--- src/rtl/vga_timing_gen.sv ---
// ----------------------------------------------------------------------------
// vga_timing_gen
// 640x480@60 Hz VGA raster timing generator. Two registered counters walk the
// raster (h_cnt across a line, v_cnt down the frame) and the sync, blanking,
// coordinate and strobe outputs are decoded from them.
//
// Region order on each axis: active, front porch, sync, back porch.
//
// Ports:
//   pixel_clk     in   1      pixel clock, all logic on the rising edge
//   reset_n       in   1      synchronous active-low reset
//   en            in   1      pixel advance enable; counters step only when 1
//   hsync_n       out  1      horizontal sync, active low
//   vsync_n       out  1      vertical sync, active low
//   active_video  out  1      high inside the visible region
//   pixel_x       out  CNT_W  current horizontal count
//   pixel_y       out  CNT_W  current vertical count
//   line_start    out  1      one-cycle strobe at h_cnt == 0
//   frame_start   out  1      one-cycle strobe at h_cnt == 0 and v_cnt == 0
//
// Build option:
//   VGA_TIMING_REG_OUT_EN  when defined, every output passes through one
//                          register stage (1-cycle latency, all outputs stay
//                          aligned). Undefined: outputs are combinational
//                          decodes of the counters, forced inactive while
//                          reset_n is low.
// ----------------------------------------------------------------------------
module vga_timing_gen #(
    parameter int H_ACTIVE = 640,
    parameter int H_FP     = 16,
    parameter int H_SYNC   = 96,
    parameter int H_BP     = 48,
    parameter int V_ACTIVE = 480,
    parameter int V_FP     = 10,
    parameter int V_SYNC   = 2,
    parameter int V_BP     = 33,
    parameter int CNT_W    = 10
) (
    input  logic             pixel_clk,
    input  logic             reset_n,
    input  logic             en,
    output logic             hsync_n,
    output logic             vsync_n,
    output logic             active_video,
    output logic [CNT_W-1:0] pixel_x,
    output logic [CNT_W-1:0] pixel_y,
    output logic             line_start,
    output logic             frame_start
);

    localparam int H_TOTAL = H_ACTIVE + H_FP + H_SYNC + H_BP;
    localparam int V_TOTAL = V_ACTIVE + V_FP + V_SYNC + V_BP;

    localparam logic [CNT_W-1:0] H_LAST       = CNT_W'(H_TOTAL - 1);
    localparam logic [CNT_W-1:0] V_LAST       = CNT_W'(V_TOTAL - 1);
    localparam logic [CNT_W-1:0] H_ACT_END    = CNT_W'(H_ACTIVE);
    localparam logic [CNT_W-1:0] V_ACT_END    = CNT_W'(V_ACTIVE);
    localparam logic [CNT_W-1:0] H_SYNC_START = CNT_W'(H_ACTIVE + H_FP);
    localparam logic [CNT_W-1:0] H_SYNC_END   = CNT_W'(H_ACTIVE + H_FP + H_SYNC - 1);
    localparam logic [CNT_W-1:0] V_SYNC_START = CNT_W'(V_ACTIVE + V_FP);
    localparam logic [CNT_W-1:0] V_SYNC_END   = CNT_W'(V_ACTIVE + V_FP + V_SYNC - 1);

    // Inclusive range test used for both sync windows.
    function automatic logic in_range(input logic [CNT_W-1:0] val,
                                      input logic [CNT_W-1:0] lo,
                                      input logic [CNT_W-1:0] hi);
        return (val >= lo) && (val <= hi);
    endfunction

    // Next value of a wrapping counter.
    function automatic logic [CNT_W-1:0] wrap_inc(input logic [CNT_W-1:0] val,
                                                  input logic [CNT_W-1:0] last);
        return (val == last) ? '0 : val + CNT_W'(1);
    endfunction

    // ---------------- stage p0: raster counters ----------------
    logic [CNT_W-1:0] h_cnt_p0;
    logic [CNT_W-1:0] v_cnt_p0;
    logic             h_wrap_p0;

    assign h_wrap_p0 = (h_cnt_p0 == H_LAST);

    always_ff @(posedge pixel_clk) begin
        if (!reset_n) begin
            h_cnt_p0 <= '0;
            v_cnt_p0 <= '0;
        end else if (en) begin
            h_cnt_p0 <= wrap_inc(h_cnt_p0, H_LAST);
            if (h_wrap_p0) begin
                v_cnt_p0 <= wrap_inc(v_cnt_p0, V_LAST);
            end
        end
    end

    // ---------------- stage p0: combinational decode ----------------
    logic hsync_n_p0;
    logic vsync_n_p0;
    logic active_video_p0;
    logic line_start_p0;
    logic frame_start_p0;

    always_comb begin
        hsync_n_p0      = !in_range(h_cnt_p0, H_SYNC_START, H_SYNC_END);
        vsync_n_p0      = !in_range(v_cnt_p0, V_SYNC_START, V_SYNC_END);
        active_video_p0 = (h_cnt_p0 < H_ACT_END) && (v_cnt_p0 < V_ACT_END);
        // Gating with en keeps a stalled counter from re-firing the strobes.
        line_start_p0   = en && (h_cnt_p0 == '0);
        frame_start_p0  = en && (h_cnt_p0 == '0) && (v_cnt_p0 == '0);
    end

`ifdef VGA_TIMING_REG_OUT_EN
    // ---------------- stage p1: output registers ----------------
    logic             hsync_n_p1;
    logic             vsync_n_p1;
    logic             active_video_p1;
    logic [CNT_W-1:0] pixel_x_p1;
    logic [CNT_W-1:0] pixel_y_p1;
    logic             line_start_p1;
    logic             frame_start_p1;

    always_ff @(posedge pixel_clk) begin
        if (!reset_n) begin
            hsync_n_p1      <= 1'b1;
            vsync_n_p1      <= 1'b1;
            active_video_p1 <= 1'b0;
            pixel_x_p1      <= '0;
            pixel_y_p1      <= '0;
            line_start_p1   <= 1'b0;
            frame_start_p1  <= 1'b0;
        end else if (en) begin
            hsync_n_p1      <= hsync_n_p0;
            vsync_n_p1      <= vsync_n_p0;
            active_video_p1 <= active_video_p0;
            pixel_x_p1      <= h_cnt_p0;
            pixel_y_p1      <= v_cnt_p0;
            line_start_p1   <= line_start_p0;
            frame_start_p1  <= frame_start_p0;
        end else begin
            // Stalled: levels hold, strobes must not be repeated.
            line_start_p1   <= 1'b0;
            frame_start_p1  <= 1'b0;
        end
    end

    assign hsync_n      = hsync_n_p1;
    assign vsync_n      = vsync_n_p1;
    assign active_video = active_video_p1;
    assign pixel_x      = pixel_x_p1;
    assign pixel_y      = pixel_y_p1;
    assign line_start   = line_start_p1;
    assign frame_start  = frame_start_p1;
`else
    // Outputs are forced inactive for as long as reset_n is held low.
    assign hsync_n      = reset_n ? hsync_n_p0      : 1'b1;
    assign vsync_n      = reset_n ? vsync_n_p0      : 1'b1;
    assign active_video = reset_n && active_video_p0;
    assign pixel_x      = reset_n ? h_cnt_p0        : '0;
    assign pixel_y      = reset_n ? v_cnt_p0        : '0;
    assign line_start   = reset_n && line_start_p0;
    assign frame_start  = reset_n && frame_start_p0;
`endif

endmodule

--- config.mk ---
export PLATFORM = sky130hd
export DESIGN_NAME = vga_timing_gen
export DESIGN_NICKNAME = d
export VERILOG_FILES = /design/src/rtl/vga_timing_gen.sv
export SDC_FILE = /design/constraint.sdc
export NUM_CORES = 1
export LEC_CHECK = 0
export ABC_AREA = 1
export BUFFER_PORTS_ARGS = -buffer_cell sky130_fd_sc_hd__buf_2
export CAP_MARGIN = 20
export CELL_PAD_IN_SITES_DETAIL_PLACEMENT = 0
export CELL_PAD_IN_SITES_GLOBAL_PLACEMENT = 1
export CORE_AREA = 5 5 102 56
export CTS_BUF_LIST = sky130_fd_sc_hd__clkbuf_8
export DETAILED_ROUTE_END_ITERATION = 8
export DIE_AREA = 0 0 107 61
export GPL_TIMING_DRIVEN = 0
export PLACE_DENSITY_LB_ADDON = 0.1
export SLEW_MARGIN = 0
export SYNTH_ARGS = -nofsm -noshare
export SYNTH_HDL_FRONTEND = slang
export SYNTH_SLANG_ARGS = --single-unit
--- constraint.sdc ---
create_clock -name pixel_clk -period 1.85 [get_ports pixel_clk]
set_input_delay 0 -clock pixel_clk [delete_from_list [all_inputs] [get_ports pixel_clk]]
set_output_delay 0 -clock pixel_clk [all_outputs]
set_load 0.01 [all_outputs]
==> impl_summary.md <==
Status
The run finished with clean final reports.

Setup path
The critical-path cell with the highest stage delay is sky130_fd_sc_hd__dfxtp_1. The endpoint required time on the critical path is 2020 ps. The launch point of the worst reg-to-reg path is h_cnt_p0[0]$_SDFFE_PN0P_. Measured in cells, the most critical reg-to-reg path has a length of 8. The worst register-to-register path ends at h_cnt_p0[9]$_SDFFE_PN0P_. In this design, the stage delay of the slowest critical-path cell is 400 ps. The number of logic stages on the critical path including buffering is 8. By startpoint and endpoint, the worst setup path is classified as reg2reg.

The most used cell along the critical path is sky130_fd_sc_hd__nand2_2. Counting both buffers and inverters, the worst setup path holds a total of 1. The internal reg-to-reg setup slack is 210 ps. The worst setup path is launched from a register. Grouping stages by cell kind, the critical path spends the most delay in simple AND/OR/NAND/NOR gates.

Data arrives at the worst endpoint at 1810 ps. The kind of end point of the critical path is a register. The worst-path maximum fanout is 6. The signal on the critical path passes through ha_1 -> nand2_2 -> nor3_2 -> nand2_2 -> nand2_2 -> inv_1 -> nand2_1 -> nor2_1.

Timing
For the final routed database, the setup TNS stands at 0 ps. The smallest setup slack after layout is 209 ps. The actual slew at the worst max-slew pin is 597 ps.

Dividing the final minimum period by the clock period gives 88.7%. The highest clock frequency the design can meet is 610 MHz. The setup-violating endpoint count in the final report is 0. Setup repair after global routing left no endpoint under its margin.

The worst relative slew slack is 60.2%. The number of endpoints with negative hold slack in the final report is 0. The max-slew violation count is 0. The routed design could run at a clock period as short as 1640 ps. Clock skew on the completed layout was measured at 1.59 ps.

Hold path
Along the worst hold path, the cell count comes to 2. The kind of path behind the tightest hold check is in2reg. The end of the worst hold path is h_cnt_p0[1]$_SDFFE_PN0P_. The startpoint identified for the worst hold timing path is en.

Placed design
At the end of routability-driven placement, the weighted congestion stood at 0.850. Input and output buffers added on the ports amount to 26. The post-detailed-placement cell area is 1630 um2. Timing analysis after detailed placement gives a worst setup slack of 50.5 ps. Detailed placement ended at an HPWL of 3.47 mm.

Clock network
CTS built an H-tree with a depth of 1. After clock tree synthesis, the clock-pin slew on the worst setup and hold paths is 80 ps. The clock latency reported for the late side of the worst-skew pair is 260 ps. The hold-fix buffer count after cts is 0. The TritonCTS clock tree is built. No sink is reached through more buffers than the 2 on the longest clock path. The cell at the root of the clock tree is sky130_fd_sc_hd__clkbuf_8. The clock net sink count is 20.

Counting the buffers created by CTS gives 3.

Route
The post-detailed-routing wire length is 4.37 mm. After detailed routing, the number of remaining DRC violations is 0. The vias after detailed routing is 1479. The detailed-route wire length per cell is 13.0 um. The initial DRC count is 100. The first-pass detailed-route iteration total is 4. After detailed routing, the number of vias per cell comes to 4.40. Once detail routing completed, the nets flagged for antenna violations numbered 0.

Finish
At the end of the flow the core is filled with cells to 35.8%. The post-route netlist has 15.9% of its cells at a drive strength greater than 1. The filler cells instantiated in the layout total 571. With fillers left out, the area of the finished cells amounts to 1690 um2. The number of antenna diodes in the final layout is 0. The number of nets in the finished design is 285. The area added between synthesis and finish is 18.8%.

Global route
The routing usage on met1 is 24.2%. In the global route stage, met3 resource usage came out at 3.29%. For this run, global-route usage on met2 was measured as 17.0%. The global-route wire length before repair is 7.02 mm. The via count of the first global-routing pass is 1297.

The largest net degree at the start of global routing is 12. The final global-route overflow total is 0. The initial antenna violation count is 0. Across every metal layer, demand over resource in global routing totals 14.3%. In this run the most used layer during global routing was met1.

Power
The power density over cell area is 500 nW/um2. The total chip power is 0.846 mW. The analysis attributes to cell leakage a power of 0.922 nW.

Internal power comes to 0.641 mW. The clock network burns 41.6% of the power. Net switching is 24.3% of the power.

In this run the power spent charging and discharging nets is 0.206 mW. The fraction of power consumed by combinational cells is 6.6%. Per report_power, the sequential group accounts for 51.7% of the total. The worst ir drop on vdd is 209 uV.

Die
The floorplan die area is 6530 um2. The core footprint is 4730 um2. The number of top-level pins is 28.

The row count is 18. Once the floorplan was initialized, standard cells occupied 30.1% of the core. From left edge to right edge, the die measures 107 um. The chip height is 61 um.

Synth
In the synthesized netlist the dominant register cell turns out to be sky130_fd_sc_hd__dfxtp_1. The synthesized netlist contains 26 unique library cells. After synthesis the netlist holds a flip-flop and latch count of 20. The post-synthesis cell area is 1420 um2.

The commonest cells after synthesis are 76 x sky130_fd_sc_hd__nand2_1, 51 x sky130_fd_sc_hd__inv_1, 32 x sky130_fd_sc_hd__nor2_1, 20 x sky130_fd_sc_hd__dfxtp_1, 17 x sky130_fd_sc_hd__nand3_1. The share of synthesized area occupied by flip-flops and latches is 28.1%. The synthesized netlist cell count is 246. The count of flip-flops with a built-in enable after synthesis is 0. Dividing the synthesized area by the synthesized cell count gives 5.79 um2.

The net count after synthesis is 254. Yosys printed 0 warnings. Summed over all instances, the cell type with the most area after synthesis is sky130_fd_sc_hd__dfxtp_1. In this run the biggest area consumer among cell types represents 28.1% of the synthesized area. In the post-synthesis netlist, the cell with the most instances is sky130_fd_sc_hd__nand2_1. Ranked by total cell area, the synthesized netlist is headed by sky130_fd_sc_hd__dfxtp_1 28%, sky130_fd_sc_hd__nand2_1 20%, sky130_fd_sc_hd__inv_1 13%, sky130_fd_sc_hd__nor2_1 8.4%, sky130_fd_sc_hd__nand3_1 6.0%. The fraction of registers with async set or reset after synthesis is 0%.

Flow run
The max-capacitance violation count is 0.
==> worst register-to-register path: stages, from the launching register on <==
cell and delay, ps:
sky130_fd_sc_hd__dfxtp_1 400, sky130_fd_sc_hd__ha_1 230, sky130_fd_sc_hd__nand2_2 120, sky130_fd_sc_hd__nor3_2 200, sky130_fd_sc_hd__nand2_2 180, sky130_fd_sc_hd__nand2_2 190
sky130_fd_sc_hd__inv_1 110, sky130_fd_sc_hd__nand2_1 80, sky130_fd_sc_hd__nor2_1 40
==> cells by family (layout without fill, tap and decap cells) <==
kind of cell	count (synthesis)	count (layout)	share of synthesized area, %
simple gates	151	151	45.9
buf+inv	56	86	15.4
flops	20	20	28.1
fa+ha+maj	5	5	4.39
xor+xnor	2	2	1.23
compound gates	12	12	5.01
==> area by class of cell <==
cell class,instances,area [um2],area share (%)
Buffer,5,27.5,1.63
Tap cell,60,75.1,4.44
Clock buffer,4,55.1,3.25
Multi-Input combinational cell,170,812,48.0
Timing Repair Buffer,26,130,7.69
Sequential cell,20,400,23.7
Inverter,51,191,11.3
==> cell usage in the layout (no fill, tap or decap), drive strengths merged, types with 2 or more instances in the layout <==
cell	count
inv	51
clkbuf	6
o21ai	4
xor2	2
nor3	9
ha	5
nand3	18
nand2	81
a21oi	5
nor2	35
nand4	5
dfxtp	20
buf	29
nor3b	2
==> power by group through the flow <==
stage | clock network [mW] | registers [mW] | logic, mW
after floorplan | 0 | 0.447 | 0.0349
after global placement | 0 | 0.448 | 0.0587
after detailed placement | 0 | 0.448 | 0.0576
after CTS | 0.372 | 0.438 | 0.0579
after global routing | 0.385 | 0.439 | 0.0637
final | 0.352 | 0.438 | 0.0562
==> state kept, by name (all words and copies together) (netlist names) <==
register  count
h_cnt_p0     10
v_cnt_p0     10
==> per-stage QoR <==
step	cells	hold WS (ps)
2_1_floorplan	246	114
3_3_place_gp	332	331
3_5_place_dp	332	338
4_1_cts	336	45.9
5_1_grt	336	54.8
6_report	336	45.4
==> routing by layer <==
layer  wire (um)  vias up
met5           0        -
met4          19        0
met3         270        2
met2        1450       50
met1        2620      624
li1            -      803
==> how the worst max path moves through the flow <==
stage                     slack, ps                startpoint                  endpoint
after global placement          -20  h_cnt_p0[0]$_SDFFE_PN0P_  h_cnt_p0[9]$_SDFFE_PN0P_
after CTS                        30  h_cnt_p0[0]$_SDFFE_PN0P_  h_cnt_p0[9]$_SDFFE_PN0P_
after floorplan                 470  h_cnt_p0[0]$_SDFFE_PN0P_  h_cnt_p0[6]$_SDFFE_PN0P_
after global routing             60  h_cnt_p0[0]$_SDFFE_PN0P_  h_cnt_p0[6]$_SDFFE_PN0P_
final                           210  h_cnt_p0[0]$_SDFFE_PN0P_  h_cnt_p0[9]$_SDFFE_PN0P_
after detailed placement         50  h_cnt_p0[0]$_SDFFE_PN0P_  h_cnt_p0[9]$_SDFFE_PN0P_
==> what timing repair did <==
action	in CTS	in global routing
setup buffers	0	0
endpoints found under the setup margin	0	10
gates resized for setup	0	2
Note: power is estimated with default switching activity, not from simulation.
